**src/rtl/epl_rx_parser.sv**
```systemverilog
// Ethernet Powerlink receive parser: strips preamble/SFD, writes frame
// bytes with their index, flags SoC frames and reports length/error.
module epl_rx_parser #(
  parameter int          L       = 10,
  parameter logic [15:0] ETHTYPE = 16'h88AB,
  parameter logic [6:0]  MSG_SOC = 7'h01,
  parameter int          MIN_LEN = 64
) (
  input  logic         clk,
  input  logic         rst,
  input  logic         rx_dv,
  input  logic         rx_en,
  input  logic [7:0]   rx_data,
  output logic [7:0]   data,
  output logic [L-1:0] adress,
  output logic         we,
  output logic         head_done,
  output logic         soc,
  output logic         frame_done,
  output logic [L-1:0] frame_len,
  output logic         frame_err
);

  typedef enum logic [2:0] {
    IDLE,
    SFD_HUNT,
    HDR,
    PAYLOAD,
    DROP
  } state_t;

  localparam logic [L-1:0] IDX_MAX = '1;
  localparam logic [31:0]  MIN_U   = MIN_LEN;

  state_t       state;
  logic [L-1:0] idx;
  logic         full;
  logic         ovf;
  logic         eth_ok;
  logic         fresh;

  logic         acc;
  logic [L-1:0] len_w;
  logic         short_w;

  assign acc     = rx_dv & rx_en;
  assign len_w   = full ? IDX_MAX : idx;
  assign short_w = 32'(len_w) < MIN_U;

  always_ff @(posedge clk or negedge rst) begin
    if (!rst) begin
      state      <= IDLE;
      idx        <= '0;
      full       <= 1'b0;
      ovf        <= 1'b0;
      eth_ok     <= 1'b0;
      fresh      <= 1'b1;
      data       <= '0;
      adress     <= '0;
      we         <= 1'b0;
      head_done  <= 1'b0;
      soc        <= 1'b0;
      frame_done <= 1'b0;
      frame_len  <= '0;
      frame_err  <= 1'b0;
    end else begin
      fresh      <= 1'b0;
      we         <= 1'b0;
      head_done  <= 1'b0;
      frame_done <= 1'b0;
      if (frame_done) soc <= 1'b0;
      unique case (state)
        IDLE, SFD_HUNT: begin
          // a frame already in flight at reset release is ignored
          if (!rx_dv) begin
            state <= IDLE;
          end else if (fresh) begin
            state <= DROP;
          end else if (acc) begin
            if (rx_data == 8'h55) begin
              state <= SFD_HUNT;
            end else if (rx_data == 8'hD5) begin
              state  <= HDR;
              idx    <= '0;
              full   <= 1'b0;
              ovf    <= 1'b0;
              eth_ok <= 1'b1;
            end else begin
              state <= DROP;
            end
          end else begin
            state <= SFD_HUNT;
          end
        end
        HDR, PAYLOAD: begin
          if (!rx_dv) begin
            frame_done <= 1'b1;
            frame_len  <= len_w;
            frame_err  <= short_w | ovf | (state == HDR);
            state      <= IDLE;
          end else if (acc) begin
            if (full) begin
              ovf <= 1'b1;
            end else begin
              we     <= 1'b1;
              data   <= rx_data;
              adress <= idx;
              if (idx == IDX_MAX) full <= 1'b1;
              else idx <= idx + L'(1);
              if (state == HDR) begin
                if (idx == L'(12))
                  eth_ok <= eth_ok & (rx_data == ETHTYPE[15:8]);
                if (idx == L'(13))
                  eth_ok <= eth_ok & (rx_data == ETHTYPE[7:0]);
                if (idx == L'(14)) begin
                  head_done <= 1'b1;
                  soc       <= eth_ok & (rx_data[6:0] == MSG_SOC);
                  state     <= PAYLOAD;
                end
              end
            end
          end
        end
        DROP: begin
          if (!rx_dv) state <= IDLE;
        end
        default: state <= IDLE;
      endcase
    end
  end

endmodule

```
**config.mk**
```make
export PLATFORM = sky130hd
export DESIGN_NAME = epl_rx_parser
export DESIGN_NICKNAME = d
export VERILOG_FILES = /design/src/rtl/epl_rx_parser.sv
export SDC_FILE = /design/constraint.sdc
export NUM_CORES = 1
export LEC_CHECK = 0
export BUFFER_PORTS_ARGS = -buffer_cell sky130_fd_sc_hd__buf_2
export CAP_MARGIN = 20
export CORE_ASPECT_RATIO = 0.6
export CORE_MARGIN = 3
export CORE_UTILIZATION = 35
export CTS_BUF_LIST = sky130_fd_sc_hd__clkbuf_8
export CTS_CLUSTER_DIAMETER = 200
export CTS_CLUSTER_SIZE = 16
export DETAILED_ROUTE_END_ITERATION = 8
export PLACE_DENSITY = 0.55
export SKIP_LAST_GASP = 1
export SYNTH_ARGS = -nofsm -noshare
export SYNTH_HDL_FRONTEND = slang
export SYNTH_SLANG_ARGS = --single-unit
export TNS_END_PERCENT = 100
```
**constraint.sdc**
```tcl
create_clock -name clk -period 2.15 [get_ports clk]
set_clock_uncertainty 0.15 [all_clocks]
set_input_delay 0.43 -clock clk [delete_from_list [all_inputs] [get_ports clk]]
set_output_delay 0.43 -clock clk [all_outputs]
set_load 0.1 [all_outputs]
```
# Yosys cells after proc, flatten, opt, wreduce, memory -nomap -nowiden
# Index checks and enable logic that the tools add are counted.
# op_classes
n_mux	68
bitwise_logic	8
add_sub_neg	1
n_div	0
n_mul	0
n_reduce_logical	11
order_cmp	1
eq_ne	30
n_shift	0
# op_table
op	count
$mux W10	10
$mux W1	42
$mux W3	11
$eq A10 B4 Y1 const B	3
$eq A8 B8 Y1 const B	3
$ne A2 B2 Y1 const B	12
$pmux W10 S2	1
$ne A3 B3 Y1 const B	5
$reduce_and A11 Y1	1
$add A10 B1 Y10 const B	1
$eq A10 B10 Y1 const B	1
$lt A10 B7 Y1 const B	1
$reduce_and A10 Y1	1
$pmux W3 S3	1
$reduce_and A9 Y1	1
$eq A8 B7 Y1 const B	1
$reduce_and A8 Y1	1
$eq A7 B1 Y1 const B	1
$eq A3 B2 Y1 const B	2
$pmux W1 S2	3
$reduce_and A5 Y1	1
$and A1 B1 Y1	4
$reduce_and A4 Y1	1
$reduce_or A2 Y1	2
other kinds (7)	9
# totals
output_inout_bits	33
latchBits	0
rom_bits	0
ff_bits	50
ramBits	0
memories	0

# Depth between registers and ports, before layout
# Gate-level depths: netlist (run 1).
# logic_depth
ltp_word	9
depth_mapped	6
depth_no_buf	5

# Worst setup path after synthesis (run 1)
# No wires, ideal clock.
# synth_timing
path_kind	input-to-reg
from	input rx_data[1]
to	register idx[7]
setup_time_ps	131
slack_ps	64
stages	4
arrival_time_ps	1805
required_ps	1869
cell_sequence	or4b_4 > nor4_4 > nor3b_1 > or3_1
# synth_via
elab_chain_cells	3
word_cells_on_any_way	5
classes_between	4 x eq/ne; 1 x reduce/logical
# synth_rtl
item	line_no	source
start: declaration	13	input logic [7:0] rx_data,
$eq A8 B8 Y1 / $eq A8 B7 Y1 (equally long branches)	82, 80	
$ne A2 B2 Y1 (no line)	--	
$reduce_and A10 Y1 (no line) (*)	--	
end signal: assignment	109	else idx <= idx + L'(1);
end: declaration	36	logic [L-1:0] idx;
# Every way passes the cells marked *; elsewhere a longest branch is shown, timed or not.
# A chain may end at the register's enable or synchronous reset.

# Worst setup path in the final report (run 1)
# layout_timing
from	register idx[7]
to	register idx[7]
# layout_via
elab_chain_cells	6
word_cells_on_any_way	9
classes_between	1 x add/sub; 2 x eq/ne; 5 x mux; 1 x reduce/logical
# layout_rtl
item	line_no	source
$add A10 B1 Y10	109	
$mux W10	108	if (idx == IDX_MAX) full <= 1'b1;
$mux W10	102	if (full) begin
$mux W10	101	end else if (acc) begin
$mux W10	96	if (!rx_dv) begin
$pmux W10 S2	72	unique case (state)
# Parallel ways exist; a longest one is shown, timed or not. The select of a mux whose other input is x is not followed.

==> results.yml, run 1 <==
route:
  drt_iter0_drc: 120
  vias: 1949
  drt-total-wl_mm: 5.854
  vias_per_cell: 5.282
  drc: 0
  ant_nets: 0
  wl_per_cell_um: 15.86
  drt_pass1_iterations: 4
cts:
  cts_tree: "done"
  cts_inserted_buffers: 5
  clk_latency_ps: 310
  cts.clk_slew.worst_paths_ps: 90
  postCtsResizedCells: 0
  h-tree-depth: 2
  cts_hold_buf: 1
  postCtsSetupBuffers: 0
  root_buffer: "clkbuf_8"
  clock-sinks: 50
  clockBufferDepth: 2
setup_path:
  rr_startpoint: "idx[7]"
  cp_data_required_time_ps: 2190
  worstPathMaxFanout: 7
  r2r_setup_slack_ps: 190
  start_kind: "register"
  end_kind: "register"
  reg2reg_depth: 4
  path_class: "register to register"
  critPathArrivalTime_ps: 2000
  r2r_end: "idx[7]"
  crit_start: "idx[7]"
logic_synthesis:
  ys_seq_elements: 50
  synthFlopType: "dfrtp_1"
  yosys-top-cells-area: "dfrtp_1, mux2_2, nor2_1, a21oi_1, ha_1"
  synth-edff-count: 0
  yosysTopAreaCell: "dfrtp_1"
  netlist-cell-type-count: 50
  synthCells: 229
  yosys.area.top_type_share: 0.5107
  ys_async_sr_fraction: 1.000
  synth_area_sq_um: 2401
  syn-num-nets: 245
  ys_seq_area_frac: 0.5216
  yosys_warnings: 0
  syn_avg_cell_area_sq_um: 10.48
pwr:
  vdd_drop_max_mv: 0.2438
  p_per_area_nw_per_um2: 623.9
  leakage_nw: 1.464
  total_power_mw: 1.834
grt:
  grt_max_degree: 51
  antenna_found_initial: 0
  grt_first_pass_wirelength_mm: 9.625
  grt_overflow: 0
  grt.total_usage: 0.1534
  grt_pass1_vias: 1870
worst_hold_path:
  min_to: "data[2]"
  hold_path_class: "primary input to register"
  hold_depth: 2
  hold_start: "rx_data[2]"
floorplan:
  io_pins: 45
  core-area_sq_um: 6359
  initial_core_util: 0.3776
  die_area_sq_um: 7922
  dieHeight_um: 70.16
  die_w_um: 112.9
  rows: 22
timing:
  hold_violations: 0
  fin_crit_ps: 1959
  worstMarginPinSlew_ps: 522.6
  worst_slack_ps: 191.5
  rsz0062_at_grt: "no"
  maxSlewViolCount: 0
  fmax_ghz: 0.5106
  finalCritPeriodShare: 0.9110
  setup_viol: 0
  slew_headroom: 0.6472
placed_design:
  dp_hpwl_mm: 4.255
  port_buffers: 44
  dp_cells: 361
  gp_congestion: 0.8599
  pre_cts_ws_ps: -73.61
cells_and_area:
  final_layout_size_suffix_gt1_frac: 0.3333
  final_cells: 369
  nets: 301
  antenna_cells: 0
  syn2layout_area_growth_pct: 22.46
run_status:
  status: "finished, final reports clean"
run:
  maxCapViolCount: 0
## logic make-up after synthesis
kind of cell,Yosys count,synth area share
buf+inv,25,0.04377
other cells,1,0.001562
simple gates,80,0.1808
flops,50,0.5216
compound gates,51,0.1485
mux,18,0.08286
fa+ha+maj,4,0.02085
## where the power goes
group | internal [mW] | total (mW) | switching (mW)
Combinational | 0.0408 | 0.182 | 0.142
Clock | 0.373 | 0.682 | 0.309
Sequential | 0.957 | 0.970 | 0.0132
## worst max-delay path, cell delays in order, from the launching register on
cell,delay [ps]
dfrtp_1,420
and4_1,270
a311o_1,430
o211a_1,220
or3_1,360
## registers in the layout, indices dropped and copies added (netlist names)
signal	cells
ovf	1
idx	10
we	1
head_done	1
frame_done	1
frame_err	1
fresh	1
soc	1
eth_ok	1
full	1
state	3
adress	10
data	8
frame_len	10
## metrics by stage
step	area, sq um	setup TNS, ps	hold slack (ps)	utilization
3_5_place_dp	2818	-425.9	294.2	0.4431
4_1_cts	2940	0	230.5	0.4624
6_report	2940	0	234.7	0.4624
3_3_place_gp	2818	-217.5	294.8	0.4431
2_1_floorplan	2401	0	-15.59	-
5_1_grt	2940	0	238.8	0.4624
## synthesized netlist by cell type, types with 2 or more instances
| cell type | count |
|---|---|
| and4_1 | 2 |
| a21oi_1 | 14 |
| nand3_1 | 8 |
| nand3b_1 | 2 |
| a2bb2oi_1 | 2 |
| ha_1 | 4 |
| nor3_1 | 3 |
| a41oi_1 | 2 |
| buf_2 | 3 |
| a32o_1 | 2 |
| dfrtp_1 | 49 |
| o22ai_1 | 2 |
| nand4_1 | 4 |
| o311ai_0 | 2 |
| o211a_1 | 3 |
| nor2b_1 | 2 |
| mux2i_1 | 3 |
| a311oi_1 | 3 |
| clkbuf_1 | 12 |
| o21ai_0 | 5 |
| or3_1 | 2 |
| and2_1 | 2 |
| a31oi_1 | 7 |
| nand2_1 | 12 |
| nor4_1 | 4 |
| o211ai_1 | 2 |
| inv_1 | 9 |
| nor2_1 | 25 |
| nand2b_1 | 4 |
| mux2_2 | 15 |
## per-layer routing
| metal | up-vias | GRT usage | share of wire |
|---|---|---|---|
| li1 | 940 | - | - |
| met1 | 953 | 0.2459 | 0.55 |
| met2 | 49 | 0.2008 | 0.38 |
| met3 | 7 | 0.03810 | 0.063 |
| met4 | 0 | 0.03733 | 0.0087 |
| met5 | - | 0 | 0 |
## cells in the final DEF, fill, tap and decap left out, types with 3 or more instances in the layout
| cell type | synthesis | routed |
|---|---|---|
| a31oi_1 | 7 | 7 |
| nor3_1 | 3 | 3 |
| buf_4 | 0 | 19 |
| inv_1 | 9 | 9 |
| nand3_1 | 8 | 8 |
| buf_2 | 3 | 44 |
| o211a_1 | 3 | 3 |
| a311oi_1 | 3 | 3 |
| nor2_1 | 25 | 25 |
| clkbuf_8 | 0 | 6 |
| a21oi_1 | 14 | 14 |
| mux2_2 | 15 | 15 |
| nand2b_1 | 4 | 4 |
| nor4_1 | 4 | 4 |
| nand4_1 | 4 | 4 |
| dfrtp_1 | 49 | 49 |
| o21ai_0 | 5 | 5 |
| nand2_1 | 12 | 12 |
| mux2i_1 | 3 | 3 |
| ha_1 | 4 | 4 |
## layout make-up
cell class / count / area, sq um
multi-input cells: 154 / 1044
well taps: 84 / 105.1
clock inverters: 1 / 30.03
repair buffers: 65 / 392.9
inverters: 9 / 33.78
flip-flops and latches: 50 / 1252
clock buffers: 6 / 82.58
fillers: 613 / 3418
## how the worst max path moves through the flow
stage | to | slack, ps | depth (start not counted)
detailed placement | idx[7] | -70 | 6
finish | idx[7] | 190 | 4
CTS | idx[7] | 190 | 4
global placement | idx[7] | -50 | 6
floorplan | idx[7] | 60 | 4
global route | soc | 90 | 4
No activity file was read; power rests on OpenSTA's default activity.
==> inputs of run 2 (changes only) <==
--- a/config.mk
+++ b/config.mk
@@ -15,6 +15,7 @@
 export CTS_CLUSTER_SIZE = 16
 export DETAILED_ROUTE_END_ITERATION = 8
 export PLACE_DENSITY = 0.55
+export RECOVER_POWER = 25
 export SKIP_LAST_GASP = 1
 export SYNTH_ARGS = -nofsm -noshare
 export SYNTH_HDL_FRONTEND = slang
==> results.yml, run 2 (synthesis results as in run 1) <==
grt:
  grt_overflow: 0
  grt_first_pass_wirelength_mm: 9.625
  antenna_found_initial: 0
  grt_pass1_vias: 1870
  grt_max_degree: 51
  grt.total_usage: 0.1534
pwr:
  swShare: 0.2537
  vdd_drop_max_mv: 0.2426
  p_seq_frac: 0.530
  combPwrFrac: 0.098
  p_per_area_nw_per_um2: 626.1
  power_switching_uw: 464.7
  leakage_nw: 1.458
  power_frac_clock: 0.373
  p_int_mw: 1.367
setup_path:
  cp_slowest_cell: "a311o_1"
  max_stage_delay_ps: 430
  path_class: "register to register"
  start_kind: "register"
  crit_chain: "and4_1 > a311o_1 > o211a_1 > or3_1"
  critPathArrivalTime_ps: 2000
  critPathTopFamily: "compound AO/OA/AOI/OAI gates"
  critPathBufInv: 0
  end_kind: "register"
  cp_data_required_time_ps: 2190
  worstPathMaxFanout: 7
timing:
  rsz0062_at_grt: "no"
  slew_headroom: 0.2415
  worst_slack_ps: 188.7
  tns_ps: 0
  fmax_ghz: 0.5099
  finalCritPeriodShare: 0.9123
  setup_viol: 0
  fin_crit_ps: 1961
  hold_violations: 0
  worstMarginPinSlew_ps: 1138
  maxSlewViolCount: 0
cells_and_area:
  fin_area_sq_um: 2925
  syn2layout_area_growth_pct: 21.83
  final_cells: 369
  layout_common_cells: "dfrtp_1, buf_2, nor2_1, buf_4, mux2_2"
  antenna_cells: 0
  reg_top3: "adress (10), frame_len (10), idx (10)"
  regArea_sq_um: 1252
  num-fill-cells: 615
  final_common_cell: "dfrtp_1"
  multi_input_area_sq_um: 1044
  final_layout_size_suffix_gt1_frac: 0.3333
  nets: 301
route:
  vias: 1967
  vias_per_cell: 5.331
  wl_per_cell_um: 15.86
  drc: 0
  ant_nets: 0
  drt_iter0_drc: 120
  drt-total-wl_mm: 5.854
  drt_pass1_iterations: 4
cts:
  cts_inserted_buffers: 5
  h-tree-depth: 2
  postCtsResizedCells: 0
  clockBufferDepth: 2
  cts_tree: "done"
  clk_latency_ps: 310
  postCtsSetupBuffers: 0
  root_buffer: "clkbuf_8"
  clock-sinks: 50
  cts.clk_slew.worst_paths_ps: 90
run:
  maxCapViolCount: 0
floorplan:
  rows: 22
  die_area_sq_um: 7922
  io_pins: 45
  core-area_sq_um: 6359
  die_w_um: 112.9
  initial_core_util: 0.3776
  dieHeight_um: 70.16
placed_design:
  port_buffers: 44
  pre_cts_ws_ps: -73.61
  dp_hpwl_mm: 4.255
  dpl-instance-area_sq_um: 2818
  dp_cells: 361
  gp_congestion: 0.8599
worst_hold_path:
  hold_path_class: "primary input to register"
run_status:
  status: "finished, final reports clean"
## run 2: what timing repair did
item | CTS | global route
hold endpoints to repair | 49 | 0
endpoints found under the setup margin | 0 | 0
hold buffers | 1 | 0
## run 2: stage by stage
stage / total power, mW / util / hold slack, ps
after detailed placement: 1.171 / 0.4431 / 294.2
final: 1.832 / 0.4601 / 236.9
after global placement: 1.172 / 0.4431 / 294.8
after floorplan: 1.103 / - / -15.59
after CTS: 1.862 / 0.4624 / 230.5
after global routing: 1.910 / 0.4601 / 238.8
## run 2: power by group through the flow
stage                     Sequential, mW  Clock (mW)  Combinational [mW]
after global routing               0.973       0.744               0.192
after detailed placement           0.988           0               0.183
after CTS                          0.970       0.707               0.185
final                              0.970       0.683               0.179
after global placement             0.988           0               0.184
after floorplan                     1.07           0              0.0319
## run 2: final cells by class
class	instances	share of cell area
clock inverter	1	0.01027
timing repair buffer	65	0.1292
inverter	9	0.01155
tap	84	0.03593
multi-input combinational	154	0.3567
clock buffer	6	0.02823
sequential	50	0.4281
## run 2: path summary, 6_finish.rpt
kind / slack, ps / from / to / cells past startpoint
min: 240 / rx_data[2] / data[2] / 2
min in group asynchronous: 790 / rst / adress[9] / 3
max in group asynchronous: 340 / rst / frame_len[7] / 3
max: 190 / idx[7] / idx[7] / 4
max reg2reg: 190 / idx[7] / idx[7] / 4
min reg2reg: 330 / adress[4] / adress[4] / 2
## run 2: layer usage
| layer | track usage | share of wire |
|---|---|---|
| met3 | 0.03810 | 0.065 |
| met4 | 0.03733 | 0.011 |
| met1 | 0.2459 | 0.54 |
| met5 | 0 | 0 |
| met2 | 0.2008 | 0.38 |
==> inputs of run 3 (changes only) <==
--- a/config.mk
+++ b/config.mk
@@ -9,12 +9,12 @@
 export CAP_MARGIN = 20
 export CORE_ASPECT_RATIO = 0.6
 export CORE_MARGIN = 3
-export CORE_UTILIZATION = 35
+export CORE_UTILIZATION = 43
 export CTS_BUF_LIST = sky130_fd_sc_hd__clkbuf_8
 export CTS_CLUSTER_DIAMETER = 200
 export CTS_CLUSTER_SIZE = 16
 export DETAILED_ROUTE_END_ITERATION = 8
-export PLACE_DENSITY = 0.55
+export PLACE_DENSITY = 0.72
 export RECOVER_POWER = 25
 export SKIP_LAST_GASP = 1
 export SYNTH_ARGS = -nofsm -noshare
==> results.yml, run 3 (synthesis results as in run 1) <==
run_status:
  status: "finished, final reports clean"
cts:
  postCtsResizedCells: 0
  cts_inserted_buffers: 5
  cts_tree: "done"
  postCtsSetupBuffers: 0
  cts.clk_slew.worst_paths_ps: 90
  clk_latency_ps: 300
  clock-sinks: 50
  root_buffer: "clkbuf_8"
  h-tree-depth: 2
  clockBufferDepth: 2
route:
  wl_per_cell_um: 16.66
  vias_per_cell: 5.690
  ant_nets: 0
  vias: 2003
  drt_pass1_iterations: 4
  drt-total-wl_mm: 5.865
  drt_iter0_drc: 127
  drc: 0
timing:
  fin_crit_ps: 1998
  fmax_ghz: 0.5005
  rsz0062_at_grt: "no"
  maxSlewViolCount: 0
  worstMarginPinSlew_ps: 984.5
  slew_headroom: 0.3437
  setup_viol: 0
  worst_slack_ps: 151.8
  hold_violations: 0
  finalCritPeriodShare: 0.9294
grt:
  grtUsageMet3: 0.04798
  grt_util_met2: 0.2613
  use_met1: 0.2987
  antenna_found_initial: 0
  grt_pass1_vias: 1908
  grt_overflow: 0
  grt_max_degree: 24
  grt.total_usage: 0.1918
  grt_first_pass_wirelength_mm: 9.798
  gr-max-usage-layer: "met1"
worst_hold_path:
  hold_path_class: "primary input to register"
cells_and_area:
  final_layout_size_suffix_gt1_frac: 0.3252
  antenna_cells: 0
  nets: 301
  final_common_cell: "dfrtp_1"
  fin_area_sq_um: 2879
  final_util: 0.5505
  syn2layout_area_growth_pct: 19.91
  reg_top3: "adress (10), frame_len (10), idx (10)"
  layout_common_cells: "dfrtp_1, buf_2, nor2_1, buf_4, mux2_2"
  final_cells: 352
placed_design:
  dp_cells: 343
  gp_congestion: 0.9220
  dpl-instance-area_sq_um: 2783
  pre_cts_ws_ps: -168.6
  dp_hpwl_mm: 4.452
  port_buffers: 44
setup_path:
  path_class: "primary input to register"
  worstPathMaxFanout: 8
  cp_data_required_time_ps: 2220
  start_kind: "primary input"
  critPathArrivalTime_ps: 2070
  end_kind: "register"
floorplan:
  rows: 20
  dieHeight_um: 63.88
  io_pins: 45
  core-area_sq_um: 5230
  initial_core_util: 0.4591
  die_w_um: 102.5
  die_area_sq_um: 6546
run:
  maxCapViolCount: 0
pwr:
  vdd_drop_max_mv: 0.3014
  p_per_area_nw_per_um2: 595.6
  leakage_nw: 1.446
-- run 3: changes by cell type in the layout (fill, tap and decap cells not counted), sizes merged --
| cell | previous run | this run |
|---|---|---|
| clkinv | 0 | 1 |
| clkbuf | 6 | 9 |
| bufinv | 1 | 0 |
| inv | 9 | 10 |
| buf | 64 | 61 |
-- run 3: path summary, 6_finish.rpt --
path / start / end / slack [ps] / depth (start not counted)
hold / removal: rx_data[4] / data[4] / 230 / 2
setup / recovery: rx_data[1] / full / 150 / 7
min in group asynchronous: rst / head_done / 650 / 2
hold reg to reg: adress[9] / adress[9] / 330 / 2
max in group asynchronous: rst / idx[4] / 320 / 3
setup reg to reg: idx[4] / state[0] / 150 / 4
-- run 3: final cells by class --
| cell class | count | area [sq um] |
|---|---|---|
| Tap cell | 66 | 82.58 |
| Multi-Input combinational cell | 154 | 1044 |
| Clock buffer | 6 | 82.58 |
| Timing Repair Buffer | 65 | 375.4 |
| Fill cell | 465 | 2351 |
| Inverter | 9 | 33.78 |
| Sequential cell | 50 | 1252 |
| Clock inverter | 2 | 8.758 |
-- run 3: timing repair --
action                                  CTS  global route
endpoints found under the setup margin    0             0
hold buffers                              1             0
endpoints found under the hold margin    16             0
-- run 3: power breakdown --
part           internal, mW  total, mW  switching (mW)
sequential            0.957      0.968          0.0115
combinational        0.0367      0.179           0.143
clock                 0.256      0.567           0.311
-- run 3: layer usage --
layer | routed length (um) | vias up
met5 | 0 | -
met4 | 47 | 0
met3 | 430 | 7
met2 | 2463 | 92
met1 | 2923 | 962
li1 | - | 942
-- run 3: per-stage QoR --
step / hold WS (ps) / TNS [ps] / total power [mW]
after floorplan: -15.59 / 0 / 1.103
after global placement: 237.4 / -322.0 / 1.164
after detailed placement: 236.6 / -984.6 / 1.167
after CTS: 231.2 / 0 / 1.724
after global routing: 232.1 / 0 / 1.787
final: 234.9 / 0 / 1.715
-- run 3: critical path, stage by stage --
cell	delay, ps
buf_2	120
or4b_4	570
nor4_4	280
buf_4	200
or2_1	130
buf_4	150
mux2i_1	200
